`src/rtl/simple_io_exerciser.sv`:
```
// simple_io_exerciser
// Sequential driver/checker for a 3-input, 2-output gate network with
// out_1 = in_1 & in_2 & in_3 and out_2 = (in_1 & in_2) | in_3.
// On start it walks vectors 0..7, waits SETTLE_CYCLES after driving each one,
// compares the observed outputs against golden values, and reports the result.
//
// Ports:
//   clk, rst             clock; asynchronous active-high reset
//   start                run request, honoured only in IDLE or DONE
//   obs_out_1/obs_out_2  outputs observed from the network under test
//   drv_in_1..3          registered drives to the network (vec[0..2])
//   busy                 high in SETTLE or CHECK
//   done                 high in DONE
//   pass                 high in DONE when no mismatch was seen
//   err_count            saturating count of mismatching vectors
//   fail_valid/fail_vec  first failing vector, captured once per run
module simple_io_exerciser #(
  parameter int SETTLE_CYCLES = 2,
  parameter int ERR_W         = 4
) (
  input  logic             clk,
  input  logic             rst,
  input  logic             start,
  input  logic             obs_out_1,
  input  logic             obs_out_2,
  output logic             drv_in_1,
  output logic             drv_in_2,
  output logic             drv_in_3,
  output logic             busy,
  output logic             done,
  output logic             pass,
  output logic [ERR_W-1:0] err_count,
  output logic             fail_valid,
  output logic [2:0]       fail_vec
);

  typedef enum logic [1:0] {
    IDLE   = 2'd0,
    SETTLE = 2'd1,
    CHECK  = 2'd2,
    DONE   = 2'd3
  } state_t;

  localparam logic [3:0]       SETTLE_LAST = 4'(SETTLE_CYCLES - 1);
  localparam logic [ERR_W-1:0] ERR_MAX     = {ERR_W{1'b1}};

  state_t           state, state_nx;
  logic [2:0]       vec, vec_nx;
  logic [3:0]       settle_cnt, settle_cnt_nx;
  logic [ERR_W-1:0] err_nx;
  logic             fail_valid_nx;
  logic [2:0]       fail_vec_nx;
  logic             busy_nx, done_nx, pass_nx;
  logic [1:0]       golden;
  logic             mismatch;

  // Golden response of the network: {out_2, out_1}.
  function automatic logic [1:0] golden_of(input logic [2:0] v);
    golden_of = {(v[0] & v[1]) | v[2], v[0] & v[1] & v[2]};
  endfunction

  // The drive register is the vector index itself, so drives and vec never diverge.
  assign drv_in_1 = vec[0];
  assign drv_in_2 = vec[1];
  assign drv_in_3 = vec[2];

  assign golden   = golden_of(vec);
  assign mismatch = (obs_out_1 != golden[0]) || (obs_out_2 != golden[1]);

  // Next-state, next-result and next-status-flag computation.
  always_comb begin
    state_nx      = state;
    vec_nx        = vec;
    settle_cnt_nx = settle_cnt;
    err_nx        = err_count;
    fail_valid_nx = fail_valid;
    fail_vec_nx   = fail_vec;
    case (state)
      IDLE, DONE: begin
        if (start) begin
          // A start from DONE is identical to one from IDLE: results clear now.
          vec_nx        = 3'd0;
          settle_cnt_nx = 4'd0;
          err_nx        = {ERR_W{1'b0}};
          fail_valid_nx = 1'b0;
          fail_vec_nx   = 3'd0;
          state_nx      = SETTLE;
        end else begin
          state_nx = state;
        end
      end
      SETTLE: begin
        settle_cnt_nx = settle_cnt + 4'd1;
        if (settle_cnt == SETTLE_LAST) begin
          state_nx = CHECK;
        end else begin
          state_nx = SETTLE;
        end
      end
      CHECK: begin
        if (mismatch) begin
          if (err_count != ERR_MAX) begin
            err_nx = err_count + ERR_W'(1);
          end else begin
            err_nx = err_count;
          end
          if (!fail_valid) begin
            fail_valid_nx = 1'b1;
            fail_vec_nx   = vec;
          end else begin
            fail_valid_nx = fail_valid;
          end
        end else begin
          err_nx = err_count;
        end
        // Exiting at vec 7 keeps vec from ever wrapping within a run.
        if (vec == 3'd7) begin
          state_nx = DONE;
        end else begin
          vec_nx        = vec + 3'd1;
          settle_cnt_nx = 4'd0;
          state_nx      = SETTLE;
        end
      end
      default: begin
        state_nx = IDLE;
      end
    endcase
    // Status flags are registered from the next state so they line up with it.
    busy_nx = (state_nx == SETTLE) || (state_nx == CHECK);
    done_nx = (state_nx == DONE);
    pass_nx = (state_nx == DONE) && (err_nx == {ERR_W{1'b0}});
  end

  // State, vector, counters and registered outputs.
  always_ff @(posedge clk or posedge rst) begin
    if (rst) begin
      state      <= IDLE;
      vec        <= 3'd0;
      settle_cnt <= 4'd0;
      err_count  <= {ERR_W{1'b0}};
      fail_valid <= 1'b0;
      fail_vec   <= 3'd0;
      busy       <= 1'b0;
      done       <= 1'b0;
      pass       <= 1'b0;
    end else begin
      state      <= state_nx;
      vec        <= vec_nx;
      settle_cnt <= settle_cnt_nx;
      err_count  <= err_nx;
      fail_valid <= fail_valid_nx;
      fail_vec   <= fail_vec_nx;
      busy       <= busy_nx;
      done       <= done_nx;
      pass       <= pass_nx;
    end
  end

endmodule

```
`config.mk`:
```
export PLATFORM = sky130hd
export DESIGN_NAME = simple_io_exerciser
export DESIGN_NICKNAME = d
export VERILOG_FILES = /design/src/rtl/simple_io_exerciser.sv
export SDC_FILE = /design/constraint.sdc
export NUM_CORES = 1
export LEC_CHECK = 0
export CAP_MARGIN = 15
export CORE_AREA = 2 2 46 58
export DETAILED_ROUTE_END_ITERATION = 10
export DIE_AREA = 0 0 48 60
export PLACE_DENSITY = 0.83
export SYNTH_ARGS = -nofsm -noshare
export SYNTH_HDL_FRONTEND = slang
export SYNTH_SLANG_ARGS = --single-unit
```
`constraint.sdc`:
```
create_clock -name clk -period 2.81 [get_ports clk]
set_clock_uncertainty 0.2 [all_clocks]
set_input_delay 0.7025 -clock clk [delete_from_list [all_inputs] [get_ports clk]]
set_output_delay 0.7025 -clock clk [all_outputs]
set_load 0.05 [all_outputs]
```
==> results of run 1 <==
## sequential cells by signal (all words and copies together) (netlist names)
signal	cells
err_count	4
settle_cnt	4
fail_vec	3
vec	3
state	2
busy	1
done	1
fail_valid	1
pass	1
## worst paths after layout
check | startpoint | end | slack (ns) | cells past startpoint
worst min-delay path | settle_cnt[2] | settle_cnt[2] | 0.32 | 1
worst max-delay path | vec[0] | drv_in_1 | 0.27 | 1
max in group asynchronous | rst | done | 1.30 | 2
worst max register to register | vec[0] | pass | 0.30 | 7
min in group asynchronous | rst | settle_cnt[1] | 0.63 | 2
worst min register to register | settle_cnt[2] | settle_cnt[2] | 0.32 | 1
## cells in the mapped netlist (2+ instances only)
library cell and n:
sky130_fd_sc_hd__nand3_1 6, sky130_fd_sc_hd__nand2_1 13, sky130_fd_sc_hd__dfrtp_1 20, sky130_fd_sc_hd__nor2b_1 3, sky130_fd_sc_hd__xnor2_1 2, sky130_fd_sc_hd__nor2_1 6, sky130_fd_sc_hd__a21oi_1 6, sky130_fd_sc_hd__o21ai_0 7
sky130_fd_sc_hd__mux2i_1 2, sky130_fd_sc_hd__a22o_1 5, sky130_fd_sc_hd__a22o_2 2, sky130_fd_sc_hd__inv_1 8, sky130_fd_sc_hd__ha_1 9, sky130_fd_sc_hd__nand2b_1 3, sky130_fd_sc_hd__nor3_1 3
## cells by family after synthesis
family	count (synthesis)	share of synthesized area
compound gates	31	0.188
xor+xnor	4	0.0366
fa+ha+maj	9	0.0968
buf+inv	11	0.0430
flops	20	0.430
mux	2	0.0172
simple gates	40	0.188
## final cells by class
class	count	area, sq um	share of cell area
timing repair buffer	18	180	0.129
tap	33	41.3	0.0295
inverter	8	30.0	0.0214
clock buffer	4	36.3	0.0259
multi-input combinational	86	613	0.438
sequential	20	500	0.357
## through the flow
stage	cell area, sq um	util	setup WS, ns	hold slack [ns]	power, mW
after floorplan	1160	-	0.338	0.274	0.889
after global placement	1370	0.574	0.264	0.287	1.04
after detailed placement	1370	0.574	0.191	0.298	1.07
after CTS	1400	0.589	0.277	0.319	1.23
after global routing	1400	0.589	0.121	0.353	1.32
final	1400	0.589	0.272	0.318	1.23
## power groups by stage
stage	logic [mW]	clock network (mW)	registers, mW
detailed placement	0.643	0	0.431
floorplan	0.351	0	0.538
CTS	0.645	0.163	0.425
global route	0.708	0.179	0.435
finish	0.644	0.162	0.424
global placement	0.615	0	0.425
## per-layer routing
metal | vias up | part of all wire | wire [microns] | global-route usage
met4 | 0 | 0.022 | 50 | 0.0927
li1 | 462 | - | - | -
met3 | 5 | 0.014 | 33 | 0.0181
met1 | 452 | 0.42 | 967 | 0.233
met2 | 12 | 0.54 | 1250 | 0.324
met5 | - | 0 | 0 | 0
==> impl_metrics.csv, run 1 <==
group,metric,value,unit
timing,slew_viol_final,0,
job,cap_viol_max_count,0,
floorplanning,start_util,0.489,
logic_synthesis,mappedNetlistNets,131,
timing,tightest_slew,0.755,ns
floorplanning,die_area,0.00288,sq mm
logic_synthesis,synth_cell_type_count,37,
clock_tree,clkSinkCount,20,
logic_synthesis,mappedNetlistArea,0.00116,sq mm
clock_tree,number_of_buffers_inserted_for_hold_repair_after_clock_tree_synthesis,0,
pwr,ir_drop,453,uV
drt,drt-total-wl,2300,microns
worst_setup_path,arrival,1.64,ns
layout,instances_no_fill,169,
place,place.port_buffers,18,
timing,layout_worst_path_cycle_share,0.903,
pwr,comb_power_share,0.524,
pwr,p_int,0.671,mW
timing,fmaxAchievable,394,MHz
timing,totalNegativeSetupSlack,0,ns
floorplanning,die_w,48,microns
clock_tree,cts_htree_levels,1,
worst_setup_path,critical-path-slowest-cell,"sky130_fd_sc_hd__clkdlybuf4s50_1",
timing,final_critical_delay_including_setup_and_external_delays,2.54,ns
grt,grt_usage,0.191,
grt,grt_pass1_wl,3870,microns
worst_setup_path,cp-start-kind,"flip-flop",
place,globalplace.congestion,0.783,
timing,finalSetupViolations,0,
floorplanning,placeable_core_area,0.00238,sq mm
layout,layout_commonest_cell,"sky130_fd_sc_hd__dfrtp_1",
logic_synthesis,synthTopCellsByArea,"sky130_fd_sc_hd__dfrtp_1 43%, sky130_fd_sc_hd__ha_1 9.7%, sky130_fd_sc_hd__nand2_1 4.2%, sky130_fd_sc_hd__a22o_1 3.8%, sky130_fd_sc_hd__o21ai_0 3.0%",
drt,vias_per_cell,5.51,
grt,antenna_found_initial,0,
timing,setup_repair_after_global_routing_missed_its_margin,"false",
worst_setup_path,highest_fanout_seen_on_the_critical_path,7,
place,detailedPlacementHpwl,1780,microns
layout,antenna-diode-count,0,
worst_setup_path,critPathMaxStageDelay,0.85,ns
clock_tree,clkLatencyLatePin,0.30,ns
floorplanning,pin_count,19,
drt,drtPass1Iterations,4,
layout,layout_common_cells,"20 x sky130_fd_sc_hd__dfrtp_1, 18 x sky130_fd_sc_hd__clkdlybuf4s50_1, 13 x sky130_fd_sc_hd__nand2_1",
clock_tree,cts_resizes,0,
clock_tree,tritoncts.num_buffers,3,
logic_synthesis,syn_avg_cell_area,9.95,sq um
worst_setup_path,cp_data_required_time,1.91,ns
grt,grt_overflow,0,
grt,pin_count_of_the_biggest_net_entering_global_routing,21,
layout,synthToLayoutAreaGrowth,20.4,%
logic_synthesis,post-synth-top-area-fraction,0.430,
drt,detail_route.iter0.violations,16,
hold_path,holdCritPathClass,"reg2reg",
logic_synthesis,postSynthRegisterBits,20,
logic_synthesis,async_s_r_ff_share_synth,1.00,
place,placedCellCount,165,
clock_tree,cts_setup_buffers,0,
worst_setup_path,end_kind,"output pin",
logic_synthesis,synth-seq-area-share,0.430,
logic_synthesis,ys.warnings.count,0,
pwr,sequential_share_of_power,0.345,
pwr,power.leakage,0.629,nW
layout,layout-drive-gt1-share,0.0809,
outcome,result_of_the_run,"complete, no violations",
worst_setup_path,crit_buf_inv,1,
clock_tree,ctsLongestPathBuffers,2,
logic_synthesis,syn-instance-count,117,
floorplanning,row_count,20,
layout,filler_cell_count,208,
drt,drt_drc_violations_left,0,
logic_synthesis,synthFlopType,"sky130_fd_sc_hd__dfrtp_1",
logic_synthesis,synth_edf_count,0,
worst_setup_path,critPathTopFamily,"buffers and inverters",
logic_synthesis,yosysTopAreaCell,"sky130_fd_sc_hd__dfrtp_1",
drt,routedWlPerCell,13.6,microns
worst_setup_path,criticalPathCategory,"reg2out",
layout,design.final.nets,151,
grt,grt_pass1_vias,928,
drt,final_antenna_net_count,0,
clock_tree,clock_tree.root_cell,"sky130_fd_sc_hd__clkbuf_4",
pwr,pwr_density,878,mW/mm^2
pwr,netSwitchingPower,0.559,mW
pwr,clock_power_share,0.132,
drt,num_vias,931,
pwr,switching_share,0.455,
timing,hold_violations,0,
worst_setup_path,crit_path_cell_trace,"clkdlybuf4s50_1",
floorplanning,die_height,60,microns
timing,slew_headroom,0.496,
clock_tree,cts_tree,"built",
clock_tree,worst_setup_hold_path_clk_slew,0.11,ns
Power figures use the tool's default switching activity.
==> run 2: changes to the inputs <==
Clock period 2.81 ns to 2.6 ns, I/O delays scaled along.
==> run 2 against run 1 <==
  * Global-route usage is 0.69 points higher
  * Count of clock-buffer cells in the layout is 1 lower
  * Worst hold slack worse by 0.0029 ns
  * Setup slack worse by 0.15 ns
  * Final area is 3.3% higher
  * Highest routed layer unchanged
==> impl_metrics.csv, run 2 (synthesis results as in run 1) <==
group,metric,value,unit
drt,final_antenna_net_count,0,
drt,drt_drc_violations_left,0,
worst_setup_path,critical-path-slowest-cell,"sky130_fd_sc_hd__clkdlybuf4s50_1",
hold_path,worst_hold_path.num_cells,1,
grt,pin_count_of_the_biggest_net_entering_global_routing,21,
timing,setup_repair_after_global_routing_missed_its_margin,"false",
clock_tree,clkLatencyLatePin,0.31,ns
clock_tree,ctsLongestPathBuffers,2,
timing,final_critical_delay_including_setup_and_external_delays,2.48,ns
clock_tree,cts_setup_buffers,0,
place,detailedPlacementHpwl,1860,microns
timing,fin_ws,0.122,ns
clock_tree,worst_setup_hold_path_clk_slew,0.11,ns
timing,totalNegativeSetupSlack,0,ns
outcome,result_of_the_run,"complete, no violations",
floorplanning,die_w,48,microns
worst_setup_path,critPathMaxStageDelay,0.85,ns
place,setup_slack_at_placement,0.0765,ns
job,cap_viol_max_count,0,
clock_tree,tritoncts.num_buffers,3,
timing,layout_worst_path_cycle_share,0.953,
pwr,ir_drop,546,uV
pwr,power.leakage,0.656,nW
clock_tree,clock_tree.root_cell,"sky130_fd_sc_hd__clkbuf_4",
grt,grt_pass1_vias,898,
clock_tree,number_of_buffers_inserted_for_hold_repair_after_clock_tree_synthesis,0,
worst_setup_path,cp_data_required_time,1.75,ns
worst_setup_path,cell_count_along_the_critical_path,1,
layout,design.final.nets,155,
layout,layout_commonest_cell,"sky130_fd_sc_hd__dfrtp_1",
worst_setup_path,crit_buf_inv,1,
drt,num_vias,965,
floorplanning,start_util,0.489,
pwr,total_power,1.42,mW
hold_path,holdCritPathClass,"reg2reg",
drt,drt-total-wl,2390,microns
floorplanning,row_count,20,
timing,slew_headroom,0.667,
clock_tree,cts_resizes,0,
timing,slew_viol_final,0,
clock_tree,cts_htree_levels,1,
worst_setup_path,worst-r2r-setup-slack,0.27,ns
worst_setup_path,cp-start-kind,"flip-flop",
layout,biggestRegsByFlops,"err_count x4, settle_cnt x4",
timing,hold_violations,0,
worst_setup_path,end_kind,"output pin",
drt,routedWlPerCell,13.8,microns
layout,antenna-diode-count,0,
clock_tree,cts_tree,"built",
drt,vias_per_cell,5.58,
layout,layout_common_cells,"20 x sky130_fd_sc_hd__dfrtp_1, 18 x sky130_fd_sc_hd__clkdlybuf4s50_1, 13 x sky130_fd_sc_hd__nand2_1",
grt,grt_overflow,0,
layout,layout-drive-gt1-share,0.107,
timing,fmaxAchievable,403,MHz
worst_setup_path,critPathTopFamily,"buffers and inverters",
floorplanning,placeable_core_area,0.00238,sq mm
place,globalplace.congestion,0.762,
layout,synthToLayoutAreaGrowth,24.4,%
worst_setup_path,criticalPathCategory,"reg2out",
worst_setup_path,arrival,1.63,ns
floorplanning,die_area,0.00288,sq mm
drt,drtPass1Iterations,4,
floorplanning,pin_count,19,
grt,grt_pass1_wl,3970,microns
timing,tightest_slew,0.498,ns
worst_setup_path,crit_path_cell_trace,"clkdlybuf4s50_1",
worst_setup_path,worst_reg_to_reg_path_cell_count,7,
clock_tree,clkSinkCount,20,
worst_setup_path,highest_fanout_seen_on_the_critical_path,7,
drt,detail_route.iter0.violations,13,
pwr,pwr_density,982,mW/mm^2
grt,grt_usage,0.198,
place,place.port_buffers,18,
grt,antenna_found_initial,0,
floorplanning,die_height,60,microns
timing,finalSetupViolations,0,
-- run 2: worst paths after layout --
| path | startpoint | endpoint |
|---|---|---|
| max | vec[0] | drv_in_1 |
| min | fail_vec[1] | fail_vec[1] |
| max reg2reg | vec[0] | pass |
| min reg2reg | fail_vec[1] | fail_vec[1] |
| max in group asynchronous | rst | vec[0] |
| min in group asynchronous | rst | state[0] |
-- run 2: metal layers --
metal	vias to the layer above	track usage	wire, microns
met3	7	0.0272	42
met2	19	0.314	1290
met5	-	0	0
met4	0	0.104	63
met1	472	0.253	989
li1	467	-	-
-- run 2: area by class of cell --
class	count	area (sq um)
fill	203	930
multi-input combinational	86	613
sequential	20	500
timing repair buffer	22	210
tap	33	41.3
clock inverter	1	30.0
inverter	8	30.0
clock buffer	3	22.5
-- run 2: where the power goes --
part / total, mW / internal (mW) / switching, mW / leakage (nW)
clock network: 0.253 / 0.156 / 0.0975 / 0.0279
registers: 0.457 / 0.390 / 0.0666 / 0.269
logic: 0.711 / 0.262 / 0.449 / 0.359
-- run 2: per-stage QoR --
stage / cells / area, sq um / hold slack, ns / utilization
finish: 173 / 1450 / 0.315 / 0.609
global route: 173 / 1450 / 0.335 / 0.609
CTS: 173 / 1450 / 0.317 / 0.609
detailed placement: 169 / 1400 / 0.292 / 0.587
global placement: 169 / 1400 / 0.286 / 0.587
floorplan: 117 / 1160 / 0.274 / -
